### src/rtl/stopwatch_pkg.sv
// Shared constants for the stopwatch core: segment codes, display
// blanking values, scan digit positions and adjust field selects.
package stopwatch_pkg;

    // Active-low segment patterns, bit order {g,f,e,d,c,b,a}
    localparam logic [6:0] SEG_0 = 7'h40;
    localparam logic [6:0] SEG_1 = 7'h79;
    localparam logic [6:0] SEG_2 = 7'h24;
    localparam logic [6:0] SEG_3 = 7'h30;
    localparam logic [6:0] SEG_4 = 7'h19;
    localparam logic [6:0] SEG_5 = 7'h12;
    localparam logic [6:0] SEG_6 = 7'h02;
    localparam logic [6:0] SEG_7 = 7'h78;
    localparam logic [6:0] SEG_8 = 7'h00;
    localparam logic [6:0] SEG_9 = 7'h10;

    localparam logic [6:0] SEG_BLANK = 7'h7F;
    localparam logic [3:0] AN_OFF    = 4'hF;

    localparam logic [1:0] DIG_SEC_ONES = 2'd0;
    localparam logic [1:0] DIG_SEC_TENS = 2'd1;
    localparam logic [1:0] DIG_MIN_ONES = 2'd2;
    localparam logic [1:0] DIG_MIN_TENS = 2'd3;

    localparam logic SEL_MIN = 1'b0;
    localparam logic SEL_SEC = 1'b1;

endpackage

### src/rtl/seg7_decode.sv
// BCD digit to active-low seven-segment pattern; codes 10-15 blank.
module seg7_decode
    import stopwatch_pkg::*;
(
    input  logic [3:0] bcd,
    output logic [6:0] seg
);

    always_comb begin
        seg = SEG_BLANK;
        case (bcd)
            4'd0: seg = SEG_0;
            4'd1: seg = SEG_1;
            4'd2: seg = SEG_2;
            4'd3: seg = SEG_3;
            4'd4: seg = SEG_4;
            4'd5: seg = SEG_5;
            4'd6: seg = SEG_6;
            4'd7: seg = SEG_7;
            4'd8: seg = SEG_8;
            4'd9: seg = SEG_9;
            default: seg = SEG_BLANK;
        endcase
    end

endmodule

### src/rtl/stopwatch_core.sv
// MM:SS stopwatch: edge-detected divided clocks, run/pause/adjust counting
// and a registered 4-digit multiplexed seven-segment drive.
module stopwatch_core
    import stopwatch_pkg::*;
#(
    parameter int MAX_VAL = 59
) (
    input  logic       clk,
    input  logic       rst,
    input  logic       clock1Hz,
    input  logic       clock2Hz,
    input  logic       clockFast,
    input  logic       clockBlink,
    input  logic       pause_p,
    input  logic       adj,
    input  logic       sel,
    output logic [5:0] min_o,
    output logic [5:0] sec_o,
    output logic       paused,
    output logic [3:0] an,
    output logic [6:0] seg
);

    localparam logic [5:0] MAX6 = 6'(MAX_VAL);

    logic       prev_1hz, prev_2hz, prev_fast;
    logic       tick_1hz, tick_2hz, tick_fast;
    logic [1:0] idx;
    logic [3:0] digit;
    logic [6:0] dec_seg;
    logic       blink;

    // Prev registers reset high so a source already high at release is not a tick
    assign tick_1hz  = clock1Hz  & ~prev_1hz;
    assign tick_2hz  = clock2Hz  & ~prev_2hz;
    assign tick_fast = clockFast & ~prev_fast;

    function automatic logic [5:0] wrap_inc(input logic [5:0] v);
        return (v == MAX6) ? 6'd0 : v + 6'd1;
    endfunction

    // Compare-chain split of a 0..59 value into tens and ones
    function automatic logic [7:0] split_bcd(input logic [5:0] v);
        logic [3:0] t;
        logic [5:0] r;
        if (v >= 6'd50)      begin t = 4'd5; r = v - 6'd50; end
        else if (v >= 6'd40) begin t = 4'd4; r = v - 6'd40; end
        else if (v >= 6'd30) begin t = 4'd3; r = v - 6'd30; end
        else if (v >= 6'd20) begin t = 4'd2; r = v - 6'd20; end
        else if (v >= 6'd10) begin t = 4'd1; r = v - 6'd10; end
        else                 begin t = 4'd0; r = v;         end
        return {t, r[3:0]};
    endfunction

    always_ff @(posedge clk) begin
        if (rst) begin
            prev_1hz  <= 1'b1;
            prev_2hz  <= 1'b1;
            prev_fast <= 1'b1;
            min_o     <= 6'd0;
            sec_o     <= 6'd0;
            paused    <= 1'b0;
            idx       <= DIG_SEC_ONES;
        end else begin
            prev_1hz  <= clock1Hz;
            prev_2hz  <= clock2Hz;
            prev_fast <= clockFast;
            if (pause_p)
                paused <= ~paused;
            // Count decisions use the pre-toggle paused value
            if (adj) begin
                if (tick_2hz) begin
                    if (sel == SEL_MIN) min_o <= wrap_inc(min_o);
                    else                sec_o <= wrap_inc(sec_o);
                end
            end else if (tick_1hz && !paused) begin
                if (sec_o == MAX6) begin
                    sec_o <= 6'd0;
                    min_o <= wrap_inc(min_o);
                end else begin
                    sec_o <= sec_o + 6'd1;
                end
            end
            if (tick_fast)
                idx <= idx + 2'd1;
        end
    end

    always_comb begin
        logic [7:0] s_bcd, m_bcd;
        s_bcd = split_bcd(sec_o);
        m_bcd = split_bcd(min_o);
        digit = s_bcd[3:0];
        case (idx)
            DIG_SEC_ONES: digit = s_bcd[3:0];
            DIG_SEC_TENS: digit = s_bcd[7:4];
            DIG_MIN_ONES: digit = m_bcd[3:0];
            DIG_MIN_TENS: digit = m_bcd[7:4];
            default:      digit = s_bcd[3:0];
        endcase
    end

    seg7_decode u_dec (
        .bcd (digit),
        .seg (dec_seg)
    );

    assign blink = adj && clockBlink &&
                   ((sel == SEL_SEC && (idx == DIG_SEC_ONES || idx == DIG_SEC_TENS)) ||
                    (sel == SEL_MIN && (idx == DIG_MIN_ONES || idx == DIG_MIN_TENS)));

    always_ff @(posedge clk) begin
        if (rst) begin
            an  <= AN_OFF;
            seg <= SEG_BLANK;
        end else if (blink) begin
            an  <= AN_OFF;
            seg <= SEG_BLANK;
        end else begin
            an  <= ~(4'b0001 << idx);
            seg <= dec_seg;
        end
    end

endmodule

### config.mk
export PLATFORM = sky130hd
export DESIGN_NAME = stopwatch_core
export DESIGN_NICKNAME = d
export VERILOG_FILES = /design/src/rtl/stopwatch_pkg.sv /design/src/rtl/seg7_decode.sv /design/src/rtl/stopwatch_core.sv
export SDC_FILE = /design/constraint.sdc
export NUM_CORES = 1
export LEC_CHECK = 0
export BUFFER_PORTS_ARGS = -buffer_cell sky130_fd_sc_hd__buf_2
export CAP_MARGIN = 0
export CORE_MARGIN = 2
export CORE_UTILIZATION = 58
export CTS_CLUSTER_SIZE = 28
export DETAILED_ROUTE_END_ITERATION = 10
export PLACE_DENSITY_LB_ADDON = 0.15
export SLEW_MARGIN = 20
export SYNTH_ARGS = -nofsm -noshare
export SYNTH_HDL_FRONTEND = slang
export SYNTH_SLANG_ARGS = --single-unit
### constraint.sdc
create_clock -name clk -period 3.2 [get_ports clk]
set_input_delay 0.48 -clock clk [delete_from_list [all_inputs] [get_ports clk]]
set_output_delay 0.48 -clock clk [all_outputs]
set_load 0.01 [all_outputs]
# Word level (Yosys, flattened, before mapping)
# Memory sizes are Yosys's and may differ from the RTL's. A register that Yosys moved wholly into a read port is not among the register bits.
# Cells that the tools add are included.
[word_totals]
reg_bits = 22
romBits = 112
n_memories = 1
[op_classes]
addsub = 13
n_lt_le_gt_ge = 10
eq_ne = 8
shift = 1
mux = 32
bitwise = 9
reduce_logical = 15
[memory_table]
columns = ["name", "words", "width", "rd", "rd_ports_with_merged_regs", "wr", "line", "text"]
rows = [
  ["(name not given)", 16, 7, 1, 1, 0, "seg7_decode.sv:11", "case (bcd)"],
]
[ops]
columns = ["cell", "count"]
rows = [
  ["2-to-1 mux 6 bit", 11],
  ["2-to-1 mux 4 bit", 10],
  [">= comparator 6 x 5 -> 1 bit (second input constant)", 4],
  [">= comparator 6 bit (second input constant)", 4],
  ["subtractor 4 bit (second input constant)", 6],
  ["case mux 4 bit (4 select lines)", 1],
  ["adder 6 x 1 -> 6 bit (second input constant)", 2],
  ["== test 6 bit (second input constant)", 2],
  [">= comparator 6 x 4 -> 1 bit (second input constant)", 2],
  ["2-to-1 mux 3 bit", 4],
  ["2-to-1 mux 2 bit", 4],
  ["subtractor 4 x 2 -> 4 bit (second input constant)", 2],
  ["subtractor 4 x 3 -> 4 bit (second input constant)", 2],
  ["logical AND 1 bit", 5],
  ["inverter 1 bit", 5],
  ["== test 2 bit (second input constant)", 2],
  ["!= test 2 x 1 -> 1 bit (second input constant)", 2],
  ["inverter 4 bit", 1],
  ["AND reduction 4 bit", 1],
  ["nonzero test 2 bit", 2],
  ["<< shifter 1 x 2 -> 4 bit (first input constant)", 1],
  ["AND 1 bit", 3],
  ["logical OR 1 bit", 3],
  ["AND reduction 3 bit", 1],
  ["other kinds (7)", 8],
]

# Longest topological paths before layout
# Gate-level depths: netlist of run 1.
[logic_depth]
depth_word = 7
depth_mapped = 12

# Hierarchy
# From an unflattened synthesis of run 1, not the netlist that was laid out.
[unflattened]
cells_unflattened = 270
area_unflattened_um2 = 2254.7
[modules_own_cells]
columns = ["mod", "instances", "cells_each", "area_each_um2", "seq_area_each_um2"]
rows = [
  ["stopwatch_core", 1, 237, 2044.5, 580.6],
  ["seg7_decode", 1, 33, 210.2, 0.0],
]

# Worst setup path before layout of run 1
# No wires, ideal clock.
[synth_path]
path_type = "register -> register"
start = "register min_o[2]"
end = "register seg[2]"
arrival_ps = 2913
required_ps = 3078
slack_ps = 165
path_stages_with_launch = 11
path_buffers = 0
synth_period_minus_slack_ps = 3035
path_cell_list = "dfxtp_1 -> inv_1 -> ha_1 -> a2111oi_2 -> a221oi_2 -> o21ai_1 -> mux2_1 -> or3_4 -> ha_1 -> and3_1 -> a221o_1"
[synth_via]
elab_chain_cells = 7
[synth_rtl]
columns = ["element", "line", "text"]
rows = [
  ["start, declared", "stopwatch_core.sv:17", "output logic [5:0] min_o,"],
  ["start signal, assigned", "stopwatch_core.sv:73", "if (sel == SEL_MIN) min_o <= wrap_inc(min_o);"],
  ["start signal, assigned", "stopwatch_core.sv:79", "min_o <= wrap_inc(min_o);"],
  [">= comparator 6 x 4 -> 1 bit or subtractor 4 bit (tied branches)", "stopwatch_core.sv:50", "else if (v >= 6'd10) begin t = 4'd1; r = v - 6'd10; end"],
  ["2-to-1 mux 1 bit or 2-to-1 mux 4 bit (tied branches)", "stopwatch_core.sv:50", ""],
  ["2-to-1 mux 2 bit or 2-to-1 mux 4 bit (tied branches)", "stopwatch_core.sv:49", "else if (v >= 6'd20) begin t = 4'd2; r = v - 6'd20; end"],
  ["2-to-1 mux 2 bit or 2-to-1 mux 4 bit (tied branches)", "stopwatch_core.sv:48", "else if (v >= 6'd30) begin t = 4'd3; r = v - 6'd30; end"],
  ["2-to-1 mux 3 bit or 2-to-1 mux 4 bit (tied branches)", "stopwatch_core.sv:47", "else if (v >= 6'd40) begin t = 4'd4; r = v - 6'd40; end"],
  ["2-to-1 mux 3 bit or 2-to-1 mux 4 bit (tied branches)", "stopwatch_core.sv:46", "if (v >= 6'd50) begin t = 4'd5; r = v - 6'd50; end"],
  ["case mux 4 bit (4 select lines) (*)", "stopwatch_core.sv:94", "case (idx)"],
  ["end, declared", "stopwatch_core.sv:21", "output logic [6:0] seg"],
]
# Mark *: on every way between the ends. The rest lies on a longest branch, timed or not.
# A chain may end at the register's enable or synchronous reset.

# Worst setup path in the final report of run 1
[layout_path]
start = "register min_o[3]"
end = "register seg[2]"
# The elaborated chain is that of the path after synthesis.

==> results of run 1 <==
-- report_power, final --
part / switching (mW) / internal (mW) / total (mW)
clock network: 0.146 / 0.254 / 0.399
registers: 0.00681 / 0.378 / 0.384
logic: 0.0562 / 0.0455 / 0.102
-- worst max-delay path: stages (launching register included) --
cell	delay, ns
dfxtp_1	0.33
buf_4	0.17
ha_1	0.24
and3_1	0.22
or3_4	0.36
o21ai_1	0.18
mux2_1	0.34
or3_4	0.38
ha_1	0.21
and3_1	0.14
a221o_1	0.28
-- sequential cells by signal, indices dropped and copies added, names as in the netlist --
| name | cells |
|---|---|
| seg | 7 |
| min_o | 6 |
| sec_o | 6 |
| an | 4 |
| idx | 2 |
| paused | 1 |
| prev_1hz | 1 |
| prev_2hz | 1 |
| prev_fast | 1 |
-- logic make-up after synthesis --
logic type	Yosys count	share of synthesized area, %
AO/OA/AOI/OAI	77	26.3
AND/OR/NAND/NOR	92	21.9
adder cells (fa/ha/maj)	28	14.9
flip-flops	29	24.6
XOR/XNOR	15	5.57
multiplexers	2	0.902
buffers and inverters	31	5.79
-- stage by stage --
step | utilization, % | std cells | cell area, um2 | hold slack (ns)
4_1_cts | 69.2 | 365 | 2730 | 0.391
5_1_grt | 69.2 | 365 | 2730 | 0.395
2_1_floorplan | - | 274 | 2360 | 0.538
3_3_place_gp | 66.2 | 357 | 2610 | 0.533
3_5_place_dp | 66.2 | 357 | 2610 | 0.547
6_report | 69.2 | 365 | 2730 | 0.390
-- routing by layer --
metal	vias up	share of wire (%)	wire, um	global-route usage (%)
met4	0	3.7	202	15.6
met3	22	5.6	305	4.33
li1	1084	-	-	-
met5	-	0	0	0
met2	83	47	2540	43.9
met1	1031	44	2380	31.0
-- layout make-up --
| type | instances | share of cell area (%) |
|---|---|---|
| Inverter | 21 | 3.07 |
| Multi-Input combinational cell | 214 | 60.2 |
| Clock buffer | 7 | 3.17 |
| Timing Repair Buffer | 43 | 8.90 |
| Clock inverter | 1 | 1.10 |
| Sequential cell | 29 | 21.3 |
| Tap cell | 50 | 2.29 |
-- placed cells by master (no fill, tap or decap), drive strengths merged, types with 7 or more instances in the layout --
cell | netlist | final
and3 | 7 | 7
dfxtp | 29 | 29
ha | 28 | 28
nor2 | 27 | 27
nor4 | 7 | 7
o21ai | 12 | 12
a21oi | 13 | 13
nand2 | 17 | 17
buf | 7 | 43
clkbuf | 3 | 7
inv | 20 | 20
xnor2 | 14 | 14
-- worst max path at each step --
stage | endpoint | startpoint
after floorplan | seg[2] | min_o[2]
after global placement | seg[2] | min_o[1]
after detailed placement | seg[2] | min_o[2]
after CTS | seg[2] | min_o[3]
after global routing | seg[6] | min_o[2]
final | seg[2] | min_o[3]
==> impl_metrics.ini, run 1 <==
[final_layout]
nets = 351
regArea_um2 = 581
drive_gt1_share_pct = 22.9
n_fill_cell = 332
area_delta_synth_final_pct = 15.7
diodes = 0
multi_input_area_mm2 = 0.00164

[cts]
holdBufCountCts = 0
root_buffer = clkbuf_8
cts.sinks = 29
cts_max_level = 2
clockBufferDepth = 2
post_cts_resized = 0
post_cts_buffers = 0
cts_made_buffers = 5
clk_pin_slew_worst_paths_ns = 0.07
cts_tree = done
insertion_delay_ns = 0.28

[timing]
fin_crit_sh_pct = 92.4
timing.fmax_mhz = 338
rsz0062_at_grt = no
setup_tns_ns = 0
tightest_slew_ns = 0.628
relSlewSlack_pct = 57.1
min_period_ns = 2.96
skew_ns = 0.00513
drv_slew = 0
finalHoldViolCount = 0
setup_slack_ns = 0.243
setup_viol = 0

[logic_synthesis]
ys_async_sr_fraction_pct = 0
synth_most_common_cell = dfxtp_1
yosysTopAreaCell = dfxtp_1
ys_seq_area_share_pct = 24.6
postSynthCellCount = 274
synth_area_mm2 = 0.00236
synth_edf_count = 0
netlist_top_cells_count = dfxtp_1, ha_1, nor2_1
synth.avg_cell_area_um2 = 8.60
yosys-top-cells-area = dfxtp_1, ha_1, xnor2_1, nor2_1, inv_1
synth_warnings = 0
synth.net_count = 311
synthFlopType = dfxtp_1
ys_ff_latch = 29
synth_cell_type_count = 71
yosys.area.top_type_share_pct = 24.6

[global_routing]
antenna_found_initial = 0
grt_usage_pct = 26.1
grt_first_pass_wirelength_um = 9010
grt_max_degree = 16
grt_pass1_vias = 2061
grt.overflow.total = 0

[floorplan]
initial_core_util_pct = 59.8
fp.dieH_um = 67.8
coreArea_mm2 = 0.00394
die_x_um = 67.8
die_area_mm2 = 0.00459
rows = 23
boundaryPins = 33

[detailed_routing]
ant_nets = 0
via_per_inst = 6.08
first_pass_iters = 4
routed_wl_um = 5430
drtIter0Drc = 127
wl_per_cell_um = 14.9
vias = 2220
drc_errors = 0

[worst_setup_path]
cp_max_fo = 9
crit_arrival_ns = 3.13
r2r_start = min_o[3]
worst_r2r_endpoint = seg[2]
reg2reg_depth = 10
critPathKind = flop to flop
startpoint_type = flop
ff2ff_setup_slack_ns = 0.24
endpoint_kind = flop
critPathRequiredTime_ns = 3.37

[pwr]
leakage_nw = 1.18
ir_drop_uv = 365
power_mw = 0.886
power_density_mw_per_mm2 = 325

[place]
portBuffers = 32
gp_congestion = 0.883
hpwl_um = 4160
place_ws_ns = 0.265

[min_path]
min_path_type = primary input to flop
min_path_cells = 2
min_to = prev_fast
hp-start = clockFast

[flow_run]
drv_cap = 0

[status]
status = completed
No activity file was read; power rests on OpenSTA's default activity.
==> inputs of run 2 (changes only) <==
--- a/config.mk
+++ b/config.mk
@@ -6,9 +6,9 @@
 export NUM_CORES = 1
 export LEC_CHECK = 0
 export BUFFER_PORTS_ARGS = -buffer_cell sky130_fd_sc_hd__buf_2
-export CAP_MARGIN = 0
 export CORE_MARGIN = 2
 export CORE_UTILIZATION = 58
+export CTS_BUF_LIST = sky130_fd_sc_hd__clkbuf_4 sky130_fd_sc_hd__clkbuf_8 sky130_fd_sc_hd__clkbuf_16
 export CTS_CLUSTER_SIZE = 28
 export DETAILED_ROUTE_END_ITERATION = 10
 export PLACE_DENSITY_LB_ADDON = 0.15
==> impl_metrics.ini, run 2 (synthesis gave the netlist of run 1 again) <==
[global_routing]
grt_use_met3_pct = 4.33
grt_pass1_vias = 2061
use_met2_pct = 43.9
grt.overflow.total = 0
grt_usage_pct = 26.1
antenna_found_initial = 0
busiest_layer = met2
grt_first_pass_wirelength_um = 9010
grt_max_degree = 16
grt_use_met1_pct = 31.0

[cts]
cts.sinks = 29
cts_max_level = 2
post_cts_buffers = 0
root_buffer = clkbuf_8
clk_pin_slew_worst_paths_ns = 0.07
cts_made_buffers = 5
insertion_delay_ns = 0.28
clockBufferDepth = 2
holdBufCountCts = 0
cts_tree = done
post_cts_resized = 0

[timing]
rsz0062_at_grt = no
skew_ns = 0.00756
relSlewSlack_pct = 57.1
fin_crit_sh_pct = 92.3
tightest_slew_ns = 0.628
drv_slew = 0
timing.fmax_mhz = 338
setup_tns_ns = 0
finalHoldViolCount = 0
min_period_ns = 2.95
setup_viol = 0

[worst_setup_path]
crit_chain = buf_4, ha_1, and3_1, or3_4, o21ai_1, mux2_1, or3_4, ha_1, and3_1, a221o_1
slowest_delay_ns = 0.38
endpoint_kind = flop
cp_max_fo = 9
critPathRequiredTime_ns = 3.38
slowest_stage = or3_4
crit_family = simple AND/OR/NAND/NOR gates
critPathKind = flop to flop
crit_arrival_ns = 3.13
startpoint_type = flop
crit_buf_inv = 1

[floorplan]
die_area_mm2 = 0.00459
boundaryPins = 33
initial_core_util_pct = 59.8
rows = 23
fp.dieH_um = 67.8
die_x_um = 67.8
coreArea_mm2 = 0.00394

[final_layout]
mostFrequentLayoutCell = buf_2
stdcell_area_mm2 = 0.00273
area_delta_synth_final_pct = 15.8
top_regs = seg: 7 flops, min_o: 6 flops, sec_o: 6 flops
top_register = seg
nets = 351
n_fill_cell = 330
largest_register_ffs = 7
drive_gt1_share_pct = 23.2
layout_common_cells = buf_2, dfxtp_1, ha_1
diodes = 0

[pwr]
power_density_mw_per_mm2 = 328
power_mw = 0.897
ir_drop_uv = 366
leakage_nw = 1.18

[detailed_routing]
first_pass_iters = 4
routed_wl_um = 5450
vias = 2232
via_per_inst = 6.12
wl_per_cell_um = 14.9
drtIter0Drc = 132
ant_nets = 0
drc_errors = 0

[status]
status = completed

[min_path]
min_path_type = primary input to flop

[place]
hpwl_um = 4160
dpl_cell_area_mm2 = 0.00261
gp_congestion = 0.883
portBuffers = 32

[flow_run]
drv_cap = 0
## run 2: per-stage QoR
stage	worst slack (ns)	util, %	hold WS, ns	std cells
finish	0.246	69.2	0.390	365
global route	0.0745	69.2	0.395	365
CTS	0.254	69.2	0.391	365
detailed placement	0.265	66.2	0.547	357
global placement	0.285	66.2	0.533	357
floorplan	0.165	-	0.538	274
## run 2: area by class of cell
type | instances | area, um2 | share of cell area [%]
inverters | 21 | 83.8 | 3.07
multi-input cells | 214 | 1640 | 60.1
clock buffers | 7 | 90.1 | 3.30
clock inverters | 1 | 30.0 | 1.10
flip-flops and latches | 29 | 581 | 21.3
well taps | 50 | 62.6 | 2.29
repair buffers | 43 | 243 | 8.89
## run 2: where the power goes
part	total, mW	leakage, nW	switching (mW)	internal [mW]
clock	0.410	0.0619	0.148	0.262
combinational	0.102	0.882	0.0563	0.0455
sequential	0.384	0.238	0.00679	0.378
## run 2: per-layer routing
metal  routed length (um)  up-vias
met3                  318       22
met4                  202        0
li1                     -     1085
met2                 2550       87
met1                 2380     1038
met5                    0        -
## run 2: final timing paths
kind                                 from        end  slack [ns]  cells after the start
worst max-delay path             min_o[3]     seg[2]        0.25                     10
worst min-delay path            clockFast  prev_fast        0.39                      2
worst max register to register   min_o[3]     seg[2]        0.25                     10
worst min register to register     paused     paused        0.56                      2
==> inputs of run 3 (changes only) <==
--- a/config.mk
+++ b/config.mk
@@ -7,7 +7,7 @@
 export LEC_CHECK = 0
 export BUFFER_PORTS_ARGS = -buffer_cell sky130_fd_sc_hd__buf_2
 export CORE_MARGIN = 2
-export CORE_UTILIZATION = 58
+export CORE_UTILIZATION = 57
 export CTS_BUF_LIST = sky130_fd_sc_hd__clkbuf_4 sky130_fd_sc_hd__clkbuf_8 sky130_fd_sc_hd__clkbuf_16
 export CTS_CLUSTER_SIZE = 28
 export DETAILED_ROUTE_END_ITERATION = 10
@@ -15,4 +15,5 @@
 export SLEW_MARGIN = 20
 export SYNTH_ARGS = -nofsm -noshare
 export SYNTH_HDL_FRONTEND = slang
+export SYNTH_HIERARCHICAL = 1
 export SYNTH_SLANG_ARGS = --single-unit
==> impl_metrics.ini, run 3 <==
[floorplan]
boundaryPins = 33
fp.dieH_um = 66.9
initial_core_util_pct = 60.2
die_x_um = 66.9
rows = 22
die_area_mm2 = 0.00447
coreArea_mm2 = 0.00374

[timing]
fin_crit_sh_pct = 95.8
rsz0062_at_grt = no
skew_ns = 0.0108
min_period_ns = 3.07
finalHoldViolCount = 0
drv_slew = 0
setup_viol = 0
relSlewSlack_pct = 42.8
whs_ns = 0.405
timing.fmax_mhz = 326
tightest_slew_ns = 0.854
setup_tns_ns = 0

[detailed_routing]
via_per_inst = 5.73
wl_per_cell_um = 14.7
first_pass_iters = 4
vias = 2076
ant_nets = 0
drc_errors = 0
routed_wl_um = 5310
drtIter0Drc = 166

[cts]
cts.sinks = 29
clockBufferDepth = 2
clk_pin_slew_worst_paths_ns = 0.06
cts_made_buffers = 5
root_buffer = clkbuf_8
insertion_delay_ns = 0.28
cts_tree = done
cts_max_level = 2

[final_layout]
layout_common_cells = buf_2, ha_1, nor2_1, dfxtp_1, nand2_1
diodes = 0
mostFrequentLayoutCell = buf_2
area_delta_synth_final_pct = 16.9
top_register = seg
largest_register_ffs = 7
multi_input_area_mm2 = 0.00157
top_regs = seg: 7 flops, min_o: 6 flops, sec_o: 6 flops
n_fill_cell = 324
drive_gt1_share_pct = 23.2
final_cells = 362
regArea_um2 = 586
nets = 353

[place]
portBuffers = 32
hpwl_um = 3990
gp_congestion = 0.881
dp.cells = 353

[global_routing]
grt.overflow.total = 0
grt_usage_pct = 26.0
grt_first_pass_wirelength_um = 9010
grt_max_degree = 15
antenna_found_initial = 0
grt_pass1_vias = 1974

[worst_setup_path]
reg2reg_depth = 11
slowest_stage = dfxtp_1
critPathRequiredTime_ns = 3.33
r2r_start = sec_o[1]
worst_r2r_endpoint = seg[3]
ff2ff_setup_slack_ns = 0.13
slowest_delay_ns = 0.41
startpoint_type = flop
critPathKind = flop to flop
setup.worst_path.start = sec_o[1]
worstSetupEndpoint = seg[3]
cp_max_fo = 10
crit_chain = ha_1, and4b_4, or3_4, a221o_1, a221oi_2, a22oi_1, ha_1, or2_1, a21oi_2, a31oi_1, nand2b_1
crit_arrival_ns = 3.20
crit_top_cell = ha_1
endpoint_kind = flop

[logic_synthesis]
synth.avg_cell_area_um2 = 8.35
ys_async_sr_fraction_pct = 0
synth_warnings = 6
synth.net_count = 310
synth_cell_type_count = 64
synth_edf_count = 0
synthFlopType = dfxtp_1
yosys-top-cells-area = dfxtp_1, ha_1, nor2_1, xnor2_1, nand2_1
ys_ff_latch = 29
netlist_top_cells_count = ha_1, dfxtp_1, nor2_1
yosysTopAreaCell = dfxtp_1
synth_area_mm2 = 0.00225
yosys.area.top_type_share_pct = 25.7
synth_most_common_cell = ha_1
ys_seq_area_share_pct = 25.7
postSynthCellCount = 270

[pwr]
power_mw = 0.806
combPwrFrac_pct = 15.3
leakage_nw = 1.22
ir_drop_uv = 232
p_sw_share_pct = 26.6
power.switching_mw = 0.214
power_density_mw_per_mm2 = 306
internal_power_mw = 0.592
power_frac_seq_pct = 47.7
p_clk_share_pct = 37.1

[flow_run]
drv_cap = 0

[min_path]
min_path_type = primary input to flop

[status]
status = completed
## run 3: cell types whose count changed after synthesis, moves of 4 or more
cell / change
inv_1: -4
nor4_1: -5
o21ai_0: +5
and3_1: -4
nand3b_1: -5
nand2_1: +7
nand2b_1: +10
## run 3: area by class of cell
cell class                 instances  share of cell area (%)
clock buffer                       6                    2.90
inverter                          15                    2.14
sequential                        29                    22.2
tap                               48                    2.28
clock inverter                     2                   0.380
timing repair buffer              47                    10.4
multi-input combinational        215                    59.7
## run 3: worst min-delay path by stage
stage / end / startpoint / depth (start not counted) / slack [ns]
after floorplan: idx[0] / idx[0] / 2 / 0.54
after global placement: paused / paused / 2 / 0.52
after detailed placement: paused / paused / 2 / 0.53
after CTS: prev_fast / clockFast / 2 / 0.41
after global routing: prev_1hz / clock1Hz / 2 / 0.40
final: prev_fast / clockFast / 2 / 0.40
## run 3: cell families (layout without fill, tap and decap cells)
logic type	Yosys count	in the layout	synth area share, %
compound gates	69	69	22.3
buf+inv	26	70	4.88
simple gates	98	98	23.1
xor+xnor	15	15	5.83
mux	2	2	0.888
flops	29	29	25.7
fa+ha+maj	31	31	17.2
## run 3: layer usage
metal	global-route usage, %	routed length, um	part of all wire, %	vias to the layer above
met2	43.4	2630	49	47
met4	9.18	68	1.3	0
met1	32.8	2410	45	981
met5	0	0	0	-
met3	5.74	210	4.0	8
li1	-	-	-	1040
## run 3: critical path: cells and delay by family (launching register included)
kind                     cells  cell delay [ns]
adder cells (fa/ha/maj)      2             0.55
AO/OA/AOI/OAI                5             1.02
flip-flops                   1             0.41
AND/OR/NAND/NOR              4             0.96
## run 3: power groups by stage
stage / Sequential, mW / Clock (mW) / Combinational (mW)
after floorplan: 0.402 / 0 / 0.0716
after global placement: 0.393 / 0 / 0.119
after detailed placement: 0.394 / 0 / 0.120
after CTS: 0.386 / 0.304 / 0.122
after global routing: 0.386 / 0.324 / 0.138
final: 0.384 / 0.299 / 0.123
## run 3: repair_timing
item	in CTS	in global routing
hold endpoints to repair	0	0
resized for setup	0	4
endpoints found under the setup margin	0	4
buffers inserted	0	1
hold buffers	0	0
## run 3: per-stage QoR
| stage | worst slack (ns) | utilization [%] | area (um2) |
|---|---|---|---|
| after floorplan | 0.0981 | - | 2260 |
| after global placement | 0.212 | 67.7 | 2530 |
| after detailed placement | 0.151 | 67.7 | 2530 |
| after CTS | 0.128 | 70.0 | 2620 |
| after global routing | 0.00736 | 70.4 | 2640 |
| final | 0.133 | 70.4 | 2640 |
